--- src/rtl/mem_bus_pkg.sv ---
// Shared types and constants for the CPU-side memory bus responder.
// Target bit order is common to selects, tgt_req and tgt_ready.
package mem_bus_pkg;

    localparam int NUM_TARGETS = 4;

    localparam int TGT_BRAM   = 0;
    localparam int TGT_SRAM   = 1;
    localparam int TGT_FLASH  = 2;
    localparam int TGT_PERIPH = 3;

    typedef enum logic [1:0] {
        IDLE    = 2'd0,
        ACCESS  = 2'd1,
        RESPOND = 2'd2
    } state_e;

    function automatic logic is_onehot(input logic [NUM_TARGETS-1:0] v);
        return $countones(v) == 1;
    endfunction

endpackage

--- src/rtl/bus_timeout_counter.sv ---
// Wait-cycle counter for the ACCESS state; expired flags the last
// permitted cycle so the counter itself never wraps.
module bus_timeout_counter #(
    parameter int TIMEOUT_CYCLES = 16
) (
    input  logic clk,
    input  logic rst,
    input  logic clear,
    input  logic enable,
    output logic expired
);

    localparam int CW = (TIMEOUT_CYCLES > 1) ? $clog2(TIMEOUT_CYCLES) : 1;
    localparam logic [CW-1:0] LAST = CW'(TIMEOUT_CYCLES - 1);

    logic [CW-1:0] r_count;

    always_ff @(posedge clk) begin
        if (rst || clear) begin
            r_count <= '0;
        end else if (enable && !expired) begin
            r_count <= r_count + 1'b1;
        end
    end

    assign expired = (r_count == LAST);

endmodule

--- src/rtl/mem_bus_responder.sv ---
// Completion side of the CPU bus: forwards one-hot target requests,
// waits for ready or timeout, and returns a single-cycle completion.
module mem_bus_responder #(
    parameter int TIMEOUT_CYCLES = 16,
    parameter int DATA_WIDTH     = 32
) (
    input  logic                  clk,
    input  logic                  rst,
    input  logic                  cpu_req,
    input  logic                  cpu_we,
    input  logic                  bram_select,
    input  logic                  sram_select,
    input  logic                  flash_select,
    input  logic                  peripheral_select,
    input  logic                  decode_error,
    output logic [3:0]            tgt_req,
    output logic                  tgt_we,
    input  logic [3:0]            tgt_ready,
    input  logic [DATA_WIDTH-1:0] bram_rdata,
    input  logic [DATA_WIDTH-1:0] sram_rdata,
    input  logic [DATA_WIDTH-1:0] flash_rdata,
    input  logic [DATA_WIDTH-1:0] periph_rdata,
    output logic                  cpu_ready,
    output logic                  cpu_error,
    output logic [DATA_WIDTH-1:0] cpu_rdata,
    output logic                  busy
);

    import mem_bus_pkg::*;

    state_e                   r_state;
    logic [NUM_TARGETS-1:0]   r_sel;
    logic                     r_we;
    logic                     r_err;
    logic [DATA_WIDTH-1:0]    r_rdata;

    logic [NUM_TARGETS-1:0]   w_sel;
    logic [NUM_TARGETS-1:0]   w_hit;
    logic [DATA_WIDTH-1:0]    w_rdata;
    logic                     w_expired;
    logic                     w_access;
    logic                     w_respond;

    assign w_sel = {peripheral_select, flash_select, sram_select, bram_select};
    // Ready from a target we did not select is masked off here.
    assign w_hit = tgt_ready & r_sel;

    assign w_access  = (r_state == ACCESS);
    assign w_respond = (r_state == RESPOND);

    always_comb begin
        w_rdata = '0;
        if (r_sel[TGT_BRAM]) begin
            w_rdata = bram_rdata;
        end else if (r_sel[TGT_SRAM]) begin
            w_rdata = sram_rdata;
        end else if (r_sel[TGT_FLASH]) begin
            w_rdata = flash_rdata;
        end else if (r_sel[TGT_PERIPH]) begin
            w_rdata = periph_rdata;
        end
    end

    bus_timeout_counter #(
        .TIMEOUT_CYCLES(TIMEOUT_CYCLES)
    ) u_timeout (
        .clk    (clk),
        .rst    (rst),
        .clear  (r_state == IDLE),
        .enable (w_access && (w_hit == '0)),
        .expired(w_expired)
    );

    always_ff @(posedge clk) begin
        if (rst) begin
            r_state <= IDLE;
            r_sel   <= '0;
            r_we    <= 1'b0;
            r_err   <= 1'b0;
            r_rdata <= '0;
        end else begin
            case (r_state)
                IDLE: begin
                    if (cpu_req) begin
                        if (decode_error || !is_onehot(w_sel)) begin
                            r_err   <= 1'b1;
                            r_rdata <= '0;
                            r_state <= RESPOND;
                        end else begin
                            r_sel   <= w_sel;
                            r_we    <= cpu_we;
                            r_state <= ACCESS;
                        end
                    end
                end
                ACCESS: begin
                    // Ready takes priority over a timeout in the same cycle.
                    if (w_hit != '0) begin
                        r_rdata <= r_we ? '0 : w_rdata;
                        r_err   <= 1'b0;
                        r_state <= RESPOND;
                    end else if (w_expired) begin
                        r_err   <= 1'b1;
                        r_rdata <= '0;
                        r_state <= RESPOND;
                    end
                end
                RESPOND: r_state <= IDLE;
                default: r_state <= IDLE;
            endcase
        end
    end

    assign tgt_req   = w_access ? r_sel : '0;
    assign tgt_we    = r_we;
    assign cpu_ready = w_respond;
    assign cpu_error = w_respond & r_err;
    assign cpu_rdata = w_respond ? r_rdata : '0;
    assign busy      = w_access | w_respond;

endmodule

--- config.mk ---
export PLATFORM = sky130hd
export DESIGN_NAME = mem_bus_responder
export DESIGN_NICKNAME = d
export VERILOG_FILES = /design/src/rtl/mem_bus_pkg.sv /design/src/rtl/bus_timeout_counter.sv /design/src/rtl/mem_bus_responder.sv
export SDC_FILE = /design/constraint.sdc
export NUM_CORES = 1
export LEC_CHECK = 0
export ABC_AREA = 1
export ABC_CLOCK_PERIOD_IN_PS = 2600
export BUFFER_PORTS_ARGS = -buffer_cell sky130_fd_sc_hd__buf_2
export CAP_MARGIN = 10
export CORE_UTILIZATION = 40
export CTS_CLUSTER_DIAMETER = 120
export DETAILED_ROUTE_END_ITERATION = 6
export MAX_ROUTING_LAYER = met4
export PLACE_DENSITY = 0.77
export SYNTH_ARGS = -nofsm -noshare
export SYNTH_HDL_FRONTEND = slang
export SYNTH_SLANG_ARGS = --single-unit
--- constraint.sdc ---
create_clock -name clk -period 2.6 [get_ports clk]
set_clock_uncertainty 0.15 [all_clocks]
set_input_delay 0.52 -clock clk [delete_from_list [all_inputs] [get_ports clk]]
set_output_delay 0.52 -clock clk [all_outputs]
set_load 0.02 [all_outputs]
==> Flow_metrics.wiki <==
{| class="wikitable"
! Metric !! Value
|-
| Reported leakage power || 3.18 nW
|-
| Critical path arrival || 2.52 ns
|-
| Cell area after layout || 5170 sq um
|-
| Hold WS || 0.269 ns
|-
| Number of buffers added for setup after CTS || 0
|-
| Critical-path cell list || buf_2 -> inv_1 -> fa_1 -> inv_1 -> ha_1 -> ha_1 -> nor2_1 -> nand2_1 -> nand2_1 -> nand2_1 -> nand3_4 -> buf_12 -> nand2_1 -> nand2_1 -> nor2_1
|-
| DRT Wirelength || 11.9 mm
|-
| Worst vdd rail ir drop || 0.370 mV
|-
| Cell type contributing the most total cell area after synthesis || nand2_1
|-
| Number of library cell types mapped by synthesis || 24
|-
| Period utilization || 0.950
|-
| H-tree depth || 2
|-
| Synth-to-layout area growth || 26.7%
|-
| Number of antenna violations at the first check in global routing || 0
|-
| Worst relative slew slack || 0.478
|-
| Layout cells sized above 1 || 0.272
|-
| Post-route DRC || 0
|-
| TritonCTS clock tree || built
|-
| CTS max path bufs || 2
|-
| Largest fanout on the critical path || 23
|-
| Global-route wire length before repair || between 15 and 20 mm
|-
| Critical register-to-register path endpoint || r_rdata[17]
|-
| R2R cell count || 9
|-
| Antenna Violating Nets Remaining || 0
|-
| Fmax achieved || 405 MHz
|-
| Chip width || around 100 microns
|-
| Startpoint of the worst register-to-register path || r_state[1]
|-
| Iteration-0 DRC count of the detailed router || 168
|-
| Placed cell area || just over 5000 sq um
|-
| Unrepaired setup endpoints after global routing || true
|-
| Number of buffers inserted during clock tree synthesis || 5
|-
| Req. time, crit path || 2.65 ns
|-
| Antenna Cells || 0
|-
| Class of the worst hold path || in2reg
|-
| Origin of the worst min-delay path || rst
|-
| # port buffers || 180
|-
| Mean cell area of the mapped netlist || 5.31 sq um
|-
| Pwr dens || 692 nW/um^2
|-
| Max stage delay on crit path || 0.53 ns
|-
| Final core utilization || 0.526
|-
| Total count of hold-check failures in the final report || 0
|-
| Synthesized instance count || around 770
|-
| Final worst path period need || approximately 2.5 ns
|-
| Mapped Area || 4080 sq um
|-
| Number of nets at the end of the flow || approximately 1.1k
|-
| IO Pins || 181
|-
| Routability congestion estimate || 0.876
|-
| Placement Rows || 36
|-
| Largest net degree at the start of global routing || 35
|-
| Via density per instance || between 4 and 5
|-
| Number of register bits inferred by synthesis || 44
|-
| Y dimension of the die || 103 microns
|-
| Clock network latency to the later pin of the worst-skew pair || 0.30 ns
|-
| Slew @ Worst Pin || a little under 0.8 ns
|-
| Clk pin slew, worst setup/hold paths || 0.08 ns
|-
| Via count || 4865
|-
| Worst min-delay path endpoint || r_state[0]
|-
| Cts hold-fix bufs || 0
|-
| Root buffer selected by CTS || clkbuf_8
|-
| Hold path depth || 2
|-
| Vias in the first global route || about 4.5k
|-
| Cell with the most instances on the worst path || nand2_1
|-
| Count of endpoints failing setup in the final report || 0
|-
| Remaining global-route overflow || 0
|-
| Startpoint types || input port
|-
| Cell with the biggest individual delay on the critical path || fa_1
|-
| Die Area || 10600 sq um
|-
| Design Power || 3.58 mW
|-
| Detailed Routing Iterations Pass 1 || 4
|-
| Overall track demand over capacity in global routing || 0.246
|-
| Synthesized netlist net count || roughly 920
|-
| Number of instances resized during post-cts repair || 0
|-
| Placeable core region || 9820 sq um
|-
| Category of the critical setup timing path || in2reg
|-
| Effective utilization at floorplan || 0.415
|-
| Top cell type's share of synthesized area || 0.226
|-
| Number of maximum-capacitance violations || 0
|-
| Fin. max-slew vios || 0
|-
| Cell types occupying the most area after synthesis || nand2_1 (23%), dfxtp_1 (22%), inv_1 (14%)
|-
| Half-perimeter wire length after detailed placement || 9.15 mm
|-
| Yosys warnings || 0
|-
| Average detailed-routed wire length per instance || 11.2 microns
|-
| Register-to-register setup slack || 0.64 ns
|-
| Final-layout setup total negative slack || 0 ns
|-
| Register area share after synthesis || 0.216
|-
| Run status || finished clean
|-
| Type of destination of the critical path || flip-flop
|-
| Clock sinks || 44
|}
cell usage in the layout, fill, tap and decap left out, drive strengths merged:
cell,n
a21oi,39
buf,201
bufinv,1
clkbuf,5
dfxtp,44
fa,1
ha,6
inv,156
nand2,257
nand3,37
nand4,31
nor2,103
nor3,2
nor3b,3
o21ai,6
or2,32
xor2,1
per-stage QoR:
step / cells / setup WS [ns]
after global placement: 1052 / -0.136
after detailed placement: 1052 / -0.183
after floorplan: 768 / 0.0219
after global routing: 1058 / -0.0325
final: 1058 / 0.131
after CTS: 1058 / 0.134
worst max-delay path by stage:
stage / slack [ns] / start / depth (start not counted) / end
floorplan: 0.02 / bram_select / 15 / r_rdata[10]
global placement: -0.14 / bram_select / 15 / r_rdata[6]
detailed placement: -0.18 / bram_select / 15 / r_rdata[5]
CTS: 0.13 / bram_select / 15 / r_rdata[5]
global route: -0.03 / bram_select / 12 / r_sel[2]
finish: 0.13 / bram_select / 15 / r_rdata[5]
layer usage:
metal	vias to the layer above	share of wire	wire, microns	GRT usage
met2	190	0.49	5850	0.445
met3	20	0.059	706	0.0427
li1	2577	-	-	-
met1	2078	0.43	5100	0.277
met4	0	0.021	247	0.0683
met5	-	0	0	-
final cells by class:
type	count	area, sq um
Fill cell	1126	4650
Multi-Input combinational cell	518	2340
Timing Repair Buffer	201	1100
Sequential cell	44	881
Inverter	156	586
Tap cell	133	166
Clock buffer	5	68.8
Clock inverter	1	30.0
registers in the layout, summed over array words and instances (netlist names):
name / cells
r_err: 1
r_rdata: 32
r_sel: 4
r_state: 2
tgt_we: 1
u_timeout.r_count: 4
power breakdown:
group | total [mW] | internal, mW | switching (mW)
clock | 0.500 | 0.276 | 0.224
sequential | 0.964 | 0.861 | 0.103
combinational | 2.11 | 0.788 | 1.33
total | 3.58 | 1.92 | 1.65
synthesized netlist by cell type, drive strengths merged:
master,instances
nand2,257
nor3b,3
nand4,31
nor2,103
inv,156
dfxtp,44
a21oi,39
or2,32
ha,6
buf,31
xor2,1
nor3,2
fa,1
clkbuf,19
o21ai,6
nand3,37
critical path, delay by kind of cell:
kind / cells / cell delay (ns)
and+or+nand+nor: 8 / 0.65
adders and majority gates: 3 / 0.98
buffers and inverters: 4 / 0.36
cell families (layout without fill, tap and decap cells):
logic type	Yosys count	count (layout)	share of synthesized area
compound gates	45	45	0.0552
xor+xnor	1	1	0.00215
flops	44	44	0.216
simple gates	465	465	0.493
buf+inv	206	363	0.210
fa+ha+maj	7	7	0.0233
Note: power is estimated with default switching activity, not from simulation.
